**config.mk**
```make
export PLATFORM = sky130hd
export DESIGN_NAME = usbdev_aon_wake_ctrl
export DESIGN_NICKNAME = d
export VERILOG_FILES = /design/src/rtl/usbdev_aon_wake_ctrl.sv
export SDC_FILE = /design/constraint.sdc
export NUM_CORES = 1
export LEC_CHECK = 0
export BUFFER_PORTS_ARGS = -buffer_cell sky130_fd_sc_hd__buf_2
export CAP_MARGIN = 5
export CORE_AREA = 2 2 39 41
export CTS_CLUSTER_SIZE = 14
export DETAILED_ROUTE_END_ITERATION = 16
export DIE_AREA = 0 0 41 43
export PLACE_DENSITY = 0.65
export SYNTH_ARGS = -nofsm -noshare
export SYNTH_HDL_FRONTEND = slang
export SYNTH_SLANG_ARGS = --single-unit
```
**constraint.sdc**
```tcl
create_clock -name clk_aon_i -period 1.3 [get_ports clk_aon_i]
set_clock_uncertainty 0.15 [all_clocks]
set_input_delay 0.065 -clock clk_aon_i [delete_from_list [all_inputs] [get_ports clk_aon_i]]
set_output_delay 0.065 -clock clk_aon_i [all_outputs]
set_load 0.02 [all_outputs]
```
**src/rtl/usbdev_aon_wake_ctrl.sv**
```systemverilog
// usbdev_aon_wake_ctrl
// Always-on sequencer for the USB AON wake detector suspend handshake: arms the
// detector on request, monitors for wake, raises a power-manager wake request,
// captures the wake cause and hands control back to the IP through an ACK phase.
//
// Optional feature macro: USBDEV_AON_WAKE_CTRL_ARM_TIMEOUT_EN
//   defined   : ARM phase is bounded by ArmTimeoutCycles; arm_timeout_o is live
//   undefined : ARM waits indefinitely; arm_timeout_o is tied to 0
//
// Ports
//   clk_aon_i             AON clock
//   rst_aon_ni            async active-low reset
//   suspend_req_i         IP request for AON monitoring (synchronized level)
//   resume_ack_i          IP powered and ready to take control back
//   wake_detect_active_i  detector active status
//   wake_req_i            detector wake request
//   bus_not_idle_i, bus_reset_i, sense_lost_i   detector event flags
//   suspend_req_aon_o     suspend request to the detector (high in ARM)
//   wake_ack_aon_o        wake acknowledge to the detector (high in ACK)
//   pwr_wake_req_o        wake request to the power manager (high in WAKE)
//   wake_cause_o          captured {sense_lost, bus_reset, bus_not_idle}
//   wake_cause_valid_o    wake_cause_o holds a capture
//   arm_timeout_o         sticky: last arm attempt timed out
//   state_o               encoded FSM state (debug)

module usbdev_aon_wake_ctrl #(
   parameter int unsigned ArmTimeoutCycles = 16
) (
   input  logic       clk_aon_i,
   input  logic       rst_aon_ni,
   input  logic       suspend_req_i,
   input  logic       resume_ack_i,
   input  logic       wake_detect_active_i,
   input  logic       wake_req_i,
   input  logic       bus_not_idle_i,
   input  logic       bus_reset_i,
   input  logic       sense_lost_i,
   output logic       suspend_req_aon_o,
   output logic       wake_ack_aon_o,
   output logic       pwr_wake_req_o,
   output logic [2:0] wake_cause_o,
   output logic       wake_cause_valid_o,
   output logic       arm_timeout_o,
   output logic [2:0] state_o
);

   localparam int unsigned CntW = 8;

   if (ArmTimeoutCycles < 2 || ArmTimeoutCycles > 255) begin : g_bad_timeout
      $error("ArmTimeoutCycles must be in 2..255");
   end

   typedef enum logic [2:0] {
      StIdle    = 3'd0,
      StArm     = 3'd1,
      StMonitor = 3'd2,
      StWake    = 3'd3,
      StAck     = 3'd4
   } state_e;

   state_e state_q, state_d;
   logic   arm_start_c;
   logic   capture_c;
   logic   timeout_hit;

   // Arm timeout counter: cleared on arm, counts ARM cycles, saturates
`ifdef USBDEV_AON_WAKE_CTRL_ARM_TIMEOUT_EN
   localparam logic [CntW-1:0] ArmLimit = CntW'(ArmTimeoutCycles - 1);

   logic [CntW-1:0] arm_cnt_q;
   logic            arm_timeout_q;

   assign timeout_hit = (arm_cnt_q == ArmLimit);

   always_ff @(posedge clk_aon_i or negedge rst_aon_ni) begin
      if (!rst_aon_ni) begin
         arm_cnt_q     <= '0;
         arm_timeout_q <= 1'b0;
      end else if (arm_start_c) begin
         arm_cnt_q     <= '0;
         arm_timeout_q <= 1'b0;
      end else if (state_q == StArm) begin
         if (arm_cnt_q != {CntW{1'b1}}) begin
            arm_cnt_q <= arm_cnt_q + CntW'(1);
         end
         // active wins over a coincident timeout
         if (!wake_detect_active_i && timeout_hit) begin
            arm_timeout_q <= 1'b1;
         end
      end
   end

   assign arm_timeout_o = arm_timeout_q;
`else
   assign timeout_hit   = 1'b0;
   assign arm_timeout_o = 1'b0;
`endif

   // State register
   always_ff @(posedge clk_aon_i or negedge rst_aon_ni) begin
      if (!rst_aon_ni) begin
         state_q <= StIdle;
      end else begin
         state_q <= state_d;
      end
   end

   // Next-state logic and transition strobes
   always_comb begin
      state_d     = state_q;
      arm_start_c = 1'b0;
      capture_c   = 1'b0;
      case (state_q)
         StIdle: begin
            if (suspend_req_i) begin
               state_d     = StArm;
               arm_start_c = 1'b1;
            end
         end
         StArm: begin
            if (wake_detect_active_i) begin
               state_d = StMonitor;
            end else if (timeout_hit) begin
               state_d = StIdle;
            end else if (!suspend_req_i) begin
               state_d = StAck;
            end
         end
         StMonitor: begin
            if (wake_req_i) begin
               state_d   = StWake;
               capture_c = 1'b1;
            end else if (!suspend_req_i) begin
               state_d = StAck;
            end
         end
         StWake: begin
            if (resume_ack_i) begin
               state_d = StAck;
            end
         end
         StAck: begin
            // hold until the detector has dropped and the IP has released suspend
            if (!wake_detect_active_i && !suspend_req_i) begin
               state_d = StIdle;
            end
         end
         default: state_d = StIdle;
      endcase
   end

   // Handshake outputs registered from the next state so they track state_o exactly
   always_ff @(posedge clk_aon_i or negedge rst_aon_ni) begin
      if (!rst_aon_ni) begin
         suspend_req_aon_o <= 1'b0;
         wake_ack_aon_o    <= 1'b0;
         pwr_wake_req_o    <= 1'b0;
      end else begin
         suspend_req_aon_o <= (state_d == StArm);
         wake_ack_aon_o    <= (state_d == StAck);
         pwr_wake_req_o    <= (state_d == StWake);
      end
   end

   // Wake cause capture; held until the next arm
   always_ff @(posedge clk_aon_i or negedge rst_aon_ni) begin
      if (!rst_aon_ni) begin
         wake_cause_o       <= 3'b000;
         wake_cause_valid_o <= 1'b0;
      end else if (arm_start_c) begin
         wake_cause_o       <= 3'b000;
         wake_cause_valid_o <= 1'b0;
      end else if (capture_c) begin
         wake_cause_o       <= {sense_lost_i, bus_reset_i, bus_not_idle_i};
         wake_cause_valid_o <= 1'b1;
      end
   end

   assign state_o = state_q;

endmodule

```
==> metrics.txt, run 1 <==
layout cells sized above 1=0.444; PD cells=2260 nW/um2; via/cell ratio=5.14; final core occ=0.498; Synth Area per Inst=around 11 um2; pre-CTS worst setup slack=-7.80 ps; Port Buffers=18; vias in the first global route=390; Max Cap Viol=0; CTS buffer count=3; Final Critical Period=1290 ps; Final period util=0.989; Finish-stage setup viols=0; met2 WL post-DR=just over 500 um; peak supply drop=1.08 mV; met3 routed WL=96 um; Switching Fraction=0.422; Routed Antenna Nets=0; unrepaired setup endpoints after global routing=yes; footprint of the multi-input gates=236 um2; die width=41 um; P_leak=about 0.34 nW; Layout area overhead=44.6%; FF+latch count, synth=10; GP Congestion=0.830; Std-Cell Rows=14; clk root buf=clkbuf_4; f_max=0.778 GHz; library cells used by synthesis=20; Startpoint Class=flip-flop; Top Metal Used=met4; vias post-DR=about 450; Switch Pwr=0.656 mW; Seq pwr share=0.374; height of the die=43 um; Nets=82; clk buf depth=2; Combinational Power Share=0.489; register area share after synthesis=0.525; Pint=0.900 mW; die footprint=around 1800 um2; CP endpoint kind=flip-flop; Design Area, Final=~690 um2; max-slew violation count=0; Metal-1 WL=440 um; First-pass DRT Iterations=3; WP data arrival=between 1000 and 1500 ps; Remaining DRCs=0; Total GRT Usage=0.141; I/O pin cnt=20; overall power=1.56 mW; Syn. warnings=0; GR Overflow Total=0; ant diodes=0; Mapped Cells=45; filler cell count=roughly 130; latest clock arrival within the worst-skew pair=approximately 260 ps; Core Area=1380 um2; first-pass GRT wire length=1590 um; Cell Area, Synth=477 um2; Post-DP Area=581 um2; WS Path Type=reg -> reg; Initial Util=0.344; outcome=finished clean; initial antenna violation count=0; drt wl/cell=roughly 12 um; worst hold path class=in -> reg; CTS tree=yes; setup TNS=0 ps; Worst-path clk slew=roughly 60 ps; worst setup margin=roughly 14 ps; CP Max Fanout=7; FF/Latch Area=254 um2; # H-tree levels=1; Post-Syn Nets=54; Data required, critical path=1340 ps; 1st-iter DRT viols=6; hpwl dp=750 um; final hold vios=0; clock sink count=10; clock power share=0.137; Routed WL=~1100 um; largest net degree at the start of global routing=11
## power groups by stage
stage | Sequential, mW | Clock (mW) | Combinational (mW)
4_1_cts | 0.578 | 0.221 | 0.701
6_report | 0.583 | 0.213 | 0.762
3_5_place_dp | 0.579 | 0 | 0.682
2_1_floorplan | 0.714 | 0 | 0.352
3_3_place_gp | 0.575 | 0 | 0.682
5_1_grt | 0.605 | 0.241 | 0.834
## per-layer routing
metal	up-vias	global-route usage
met1	218	0.172
met4	0	0.0467
met5	-	0
met3	2	0.110
li1	214	-
met2	18	0.184
## worst paths after layout
check,start,endpoint,slack (ps),cells after the start
hold / removal,suspend_req_i,wake_cause_valid_o$_DFFE_PN0P_,20,3
max in group asynchronous,rst_aon_ni,state_o[2]$_DFF_PN0_,750,2
hold reg to reg,wake_cause_o[0]$_DFFE_PN0P_,wake_cause_o[0]$_DFFE_PN0P_,360,1
setup / recovery,state_o[2]$_DFF_PN0_,state_o[1]$_DFF_PN0_,10,3
setup reg to reg,state_o[2]$_DFF_PN0_,state_o[1]$_DFF_PN0_,10,3
min in group asynchronous,rst_aon_ni,wake_cause_valid_o$_DFFE_PN0P_,40,2
## metrics by stage
step,instances,hold slack (ps)
after floorplan,45,-381
after global placement,77,-219
after detailed placement,77,-216
after CTS,86,4.99
after global routing,88,6.42
final,88,17.3
## cell usage after synthesis, drive strengths merged
cell type   n  area (um2)
mux2        1        15.0
nor3b       2        15.0
o21ai       3        15.0
o211ai      2        15.0
nand2b      3        18.8
buf         2        15.0
conb        1        3.75
a22o        4        35.0
nor4        1        6.26
or2         1        6.26
a211oi      1        7.51
a21o        1        7.51
dfrtp      10         250
nor2b       2        12.5
nand2       4        17.5
nand3b      2        15.0
nor2        3        11.3
a21oi       2        10.0
## flip-flops by register name, summed over array words and instances (netlist names)
register,cells
state_o,3
wake_cause_o,3
pwr_wake_req_o,1
suspend_req_aon_o,1
wake_ack_aon_o,1
wake_cause_valid_o,1
## placed cells by master (no fill, tap or decap), types with 2 or more instances in the layout
cell type,netlist,layout
buf_2,0,18
o21ai_0,2,2
clkbuf_4,0,3
nor2b_1,2,2
dlygate4sd3_1,0,5
nand3b_1,2,2
a22o_1,4,4
nor3b_1,2,2
nand2_1,3,3
dfrtp_2,0,3
nand2b_1,3,3
o211ai_1,2,2
dfrtp_1,10,7
## area by class of cell
type	count	share of cell area
multi-input combinational	33	0.343
timing repair buffer	25	0.221
tap	16	0.0290
clock buffer	4	0.0381
sequential	10	0.368
## critical path: stages, from the launching register on
cell and delay (ps):
dfrtp_2 470, nand2b_1 230, a21oi_1 220, or2_1 150
## kinds of logic after synthesis
logic type,after synthesis,synth area share
AO/OA/AOI/OAI,13,0.189
buffers and inverters,2,0.0315
flip-flops,10,0.525
multiplexers,1,0.0315
other,1,0.00787
AND/OR/NAND/NOR,18,0.215
## repair_timing
action	in CTS	in global routing
setup buffers	0	2
hold endpoints to repair	14	0
hold buffers	5	0
endpoints found under the setup margin	4	4
resized for setup	1	4
pin swaps	0	1
No activity file was read; power rests on OpenSTA's default activity.
==> run 2, diff against run 1 <==
--- a/config.mk
+++ b/config.mk
@@ -5,13 +5,14 @@
 export SDC_FILE = /design/constraint.sdc
 export NUM_CORES = 1
 export LEC_CHECK = 0
+export ABC_AREA = 1
 export BUFFER_PORTS_ARGS = -buffer_cell sky130_fd_sc_hd__buf_2
 export CAP_MARGIN = 5
 export CORE_AREA = 2 2 39 41
 export CTS_CLUSTER_SIZE = 14
 export DETAILED_ROUTE_END_ITERATION = 16
 export DIE_AREA = 0 0 41 43
-export PLACE_DENSITY = 0.65
+export PLACE_DENSITY = 0.66
 export SYNTH_ARGS = -nofsm -noshare
 export SYNTH_HDL_FRONTEND = slang
 export SYNTH_SLANG_ARGS = --single-unit
==> metrics.txt, run 2 <==
outcome=finished clean; top-count cell post-synth=nand2_1; FF+latch count, synth=10; CP Max Fanout=6; GP Congestion=0.771; Core Area=1380 um2; Data required, critical path=1290 ps; Std-Cell Rows=14; CP endpoint kind=flip-flop; Remaining DRCs=0; Routed Antenna Nets=0; Synth top cells by count=nand2_1, dfrtp_1, nand3_1; Async S/R FF share, synth=1.00; Synth Area per Inst=8.67 um2; Nets=93; clock sink count=10; Startpoint Class=flip-flop; via/cell ratio=4.99; post-synth top area share=0.515; largest net degree at the start of global routing=11; Post-Syn Nets=65; clk root buf=clkbuf_4; post-synthesis adder-cell area fraction=0; library cells used by synthesis=15; Port Buffers=18; Mapped Cells=56; Design Area, Final=672 um2; Post-DP Area=588 um2; # H-tree levels=1; vias post-DR=489; setup TNS=0 ps; PD cells=roughly 2200 nW/um2; mux share of post-synthesis cell area=0; Final period util=0.938; post-placement cell count=89; Initial Util=0.351; first-pass GRT wire length=1680 um; leading cell type in the layout, fill and taps excluded=buf_2; leading cell types in the layout, fill and taps excluded=buf_2, nand2_1, nand3_1, dfrtp_1; initial antenna violation count=0; slowest stage delay, CP=440 ps; WS Path Type=reg -> reg; unrepaired setup endpoints after global routing=no; Final Critical Period=1220 ps; largest family of logic cells by synthesized area=simple AND/OR/NAND/NOR gates; Syn. warnings=0; die width=between 40 and 50 um; Layout area overhead=38.4%; slowest CP cell=dfrtp_2; layout cells sized above 1=0.390; vias in the first global route=462; Synth area leader=dfrtp_1; register area share after synthesis=0.515; final hold vios=0; CP delay by family, top=flip-flops; Finish-stage setup viols=0; Cell Area, Synth=485 um2; ant diodes=0; die footprint=roughly 1800 um2; Max Cap Viol=0; peak supply drop=0.742 mV; Synth Flop Type=dfrtp_1; clk buf depth=2; EDFF count, synth=0; P_leak=between 0.3 and 0.4 nW; I/O pin cnt=20; WP data arrival=1210 ps; max-slew violation count=0; Routed WL=1060 um; top cells by area, synth=dfrtp_1, nand3_1, nand2_1; Synth Area in Compound Gates=0.0155; CTS tree=yes; First-pass DRT Iterations=5; GR Overflow Total=0; f_max=0.820 GHz; final core occ=0.486; CTS buffer count=3; Worst-path clk slew=50 ps; drt wl/cell=10.8 um; hpwl dp=812 um; 1st-iter DRT viols=5; Buf/Inv on CP=2; Post-Synth XOR/XNOR Area=0; critical path cell sequence=inv_2 > nor2_4 > nand3_4 > nand2_2 > nor2_1 > inv_1; Total GRT Usage=0.145; height of the die=around 43 um; worst hold path class=in -> reg; Post-Layout Cell Count=between 90 and 100; latest clock arrival within the worst-skew pair=260 ps; Simple-Gate Fraction of Synth Area=0.392
## run 2: worst min-delay path, cell delays in order
cell,delay (ps)
buf_2,110
nand3_1,80
nand3_1,130
## run 2: worst paths after layout
| check | start | to | slack [ps] | cells after the start |
|---|---|---|---|---|
| setup reg to reg | state_o[1]$_DFF_PN0_ | state_o[0]$_DFF_PN0_ | 80 | 6 |
| hold reg to reg | wake_cause_valid_o$_DFFE_PN0P_ | wake_cause_valid_o$_DFFE_PN0P_ | 350 | 1 |
| min in group asynchronous | rst_aon_ni | pwr_wake_req_o$_DFF_PN0_ | 40 | 2 |
| setup / recovery | state_o[1]$_DFF_PN0_ | state_o[0]$_DFF_PN0_ | 80 | 6 |
| max in group asynchronous | rst_aon_ni | state_o[1]$_DFF_PN0_ | 740 | 2 |
| hold / removal | wake_detect_active_i | state_o[1]$_DFF_PN0_ | 30 | 3 |
## run 2: stage by stage
| stage | setup WS, ps | hold WS, ps | power, mW |
|---|---|---|---|
| detailed placement | 60.6 | -217 | 1.24 |
| global route | 2.67 | 22.4 | 1.56 |
| CTS | 53.3 | 8.76 | 1.46 |
| finish | 81.0 | 32.3 | 1.45 |
| floorplan | 43.6 | -381 | 1.03 |
| global placement | 78.5 | -218 | 1.23 |
## run 2: final cells by class
| class | count | area (um2) |
|---|---|---|
| multi-input cells | 38 | 201 |
| clock buffers | 3 | 22.5 |
| flip-flops and latches | 10 | 251 |
| well taps | 16 | 20.0 |
| fillers | 137 | 712 |
| inverters | 7 | 26.3 |
| repair buffers | 24 | 150 |
## run 2: routing by layer
metal,track usage,part of all wire
met1,0.112,0.35
met2,0.250,0.56
met3,0.0838,0.064
met4,0.0867,0.026
met5,0,0
## run 2: kinds of logic after synthesis
family	after synthesis
DFF	10
AOI/OAI and AO/OA	1
buffers and inverters	8
other	1
and+or+nand+nor	36
## run 2: report_power, final
part / internal (mW) / switching [mW]
clock: 0.106 / 0.0932
combinational: 0.238 / 0.462
sequential: 0.445 / 0.104
total: 0.789 / 0.659
## run 2: repair_timing
item | in CTS | in global routing
buffers inserted | 0 | 0
resized for setup | 0 | 1
endpoints found under the setup margin | 0 | 2
hold buffers | 6 | 0
endpoints found under the hold margin | 16 | 0
==> run 3, diff against run 2 <==
--- a/config.mk
+++ b/config.mk
@@ -12,6 +12,7 @@
 export CTS_CLUSTER_SIZE = 14
 export DETAILED_ROUTE_END_ITERATION = 16
 export DIE_AREA = 0 0 41 43
+export MAX_ROUTING_LAYER = met4
 export PLACE_DENSITY = 0.66
 export SYNTH_ARGS = -nofsm -noshare
 export SYNTH_HDL_FRONTEND = slang
==> metrics.txt, run 3 (same netlist as run 2, synthesis figures left out) <==
clock sink count=10; final hold vios=0; vias post-DR=roughly 470; first-pass GRT wire length=1680 um; Worst-path clk slew=50 ps; WHS Path Cells=3; Core Area=1380 um2; Reg2Reg Depth=6; worst setup margin=between 80 and 90 ps; layout cells sized above 1=0.390; worst hold path class=in -> reg; Routed WL=roughly 1100 um; Finish-stage setup viols=0; Max Cap Viol=0; CTS buffer count=3; WP data arrival=~1200 ps; HP Start=wake_detect_active_i; Startpoint Class=flip-flop; Remaining DRCs=0; largest net degree at the start of global routing=11; worst reg2reg path startpoint=state_o[1]$_DFF_PN0_; drt wl/cell=about 11 um; P_leak=0.386 nW; f_max=0.822 GHz; via/cell ratio=4.83; crit path from=state_o[1]$_DFF_PN0_; Post-DP Area=588 um2; GR Overflow Total=0; ant diodes=0; CP Max Fanout=6; Layout area overhead=38.4%; unrepaired setup endpoints after global routing=no; GP Congestion=0.782; I/O pin cnt=20; setup TNS=0 ps; clk buf depth=2; Port Buffers=18; Data required, critical path=1290 ps; WHS Endpoint=state_o[1]$_DFF_PN0_; reg-to-reg endpoint=state_o[0]$_DFF_PN0_; die width=41 um; outcome=finished clean; height of the die=43 um; Final Critical Period=between 1000 and 1500 ps; filler cell count=137; Std-Cell Rows=14; WS Path Type=reg -> reg; vias in the first global route=462; Initial Util=0.351; 1st-iter DRT viols=4; hpwl dp=between 800 and 900 um; pre-CTS worst setup slack=60.6 ps; clk root buf=clkbuf_4; peak supply drop=0.742 mV; leading cell types in the layout, fill and taps excluded=buf_2, nand2_1, nand3_1, dfrtp_1; Nets=93; Routed Antenna Nets=0; Design Area, Final=about 670 um2; leading cell type in the layout, fill and taps excluded=buf_2; initial antenna violation count=0; max-slew violation count=0; Total GRT Usage=0.148; PD cells=between 2000 and 2500 nW/um2; final core occ=0.486; Final period util=0.936; # H-tree levels=1; CTS tree=yes; reg2reg setup slack=80 ps; CP endpoint kind=flip-flop; First-pass DRT Iterations=5; die footprint=1760 um2; latest clock arrival within the worst-skew pair=260 ps
-- run 3: cell counts in the layout (fill, tap and decap cells not counted) --
No cell type changed its count.
-- run 3: worst max-delay path by stage --
stage                                end  slack (ps)  cells after the start
finish              state_o[0]$_DFF_PN0_          80                      6
global placement    state_o[0]$_DFF_PN0_          80                      6
floorplan           state_o[0]$_DFF_PN0_          40                      5
detailed placement  state_o[0]$_DFF_PN0_          60                      6
global route        state_o[0]$_DFF_PN0_           3                      6
CTS                 state_o[0]$_DFF_PN0_          50                      6
-- run 3: critical path: stages (launching register included) --
cell and delay (ps):
dfrtp_2 440, inv_2 110, nor2_4 50, nand3_4 90, nand2_2 50, nor2_1 150, inv_1 60
-- run 3: cell type report --
type | instances | area [um2] | share of cell area
inverter | 7 | 26.3 | 0.0391
clock buffer | 3 | 22.5 | 0.0335
multi-input combinational | 38 | 201 | 0.300
timing repair buffer | 24 | 150 | 0.223
sequential | 10 | 251 | 0.374
tap | 16 | 20.0 | 0.0298
-- run 3: power breakdown --
group | leakage, nW | switching [mW] | internal (mW)
Clock | 0.0138 | 0.0932 | 0.106
Sequential | 0.131 | 0.103 | 0.445
Combinational | 0.241 | 0.461 | 0.238
-- run 3: per-layer routing --
metal  part of all wire  up-vias  GRT usage
met2               0.55       17      0.250
met3              0.060        4     0.0838
met5                  0        -          -
li1                   -      230          -
met1               0.36      222      0.112
met4              0.025        0     0.0867
-- run 3: stage by stage --
stage | instances | hold WS (ps) | power (mW)
5_1_grt | 98 | 22.4 | 1.56
6_report | 98 | 31.3 | 1.45
2_1_floorplan | 56 | -381 | 1.03
3_3_place_gp | 89 | -218 | 1.23
3_5_place_dp | 89 | -217 | 1.24
4_1_cts | 98 | 8.76 | 1.46
-- run 3: what timing repair did --
action                                  4_1_cts  5_1_grt
buffers inserted                              0        0
hold endpoints to repair                     16        0
resized for setup                             0        1
hold buffers                                  6        0
endpoints found under the setup margin        0        2
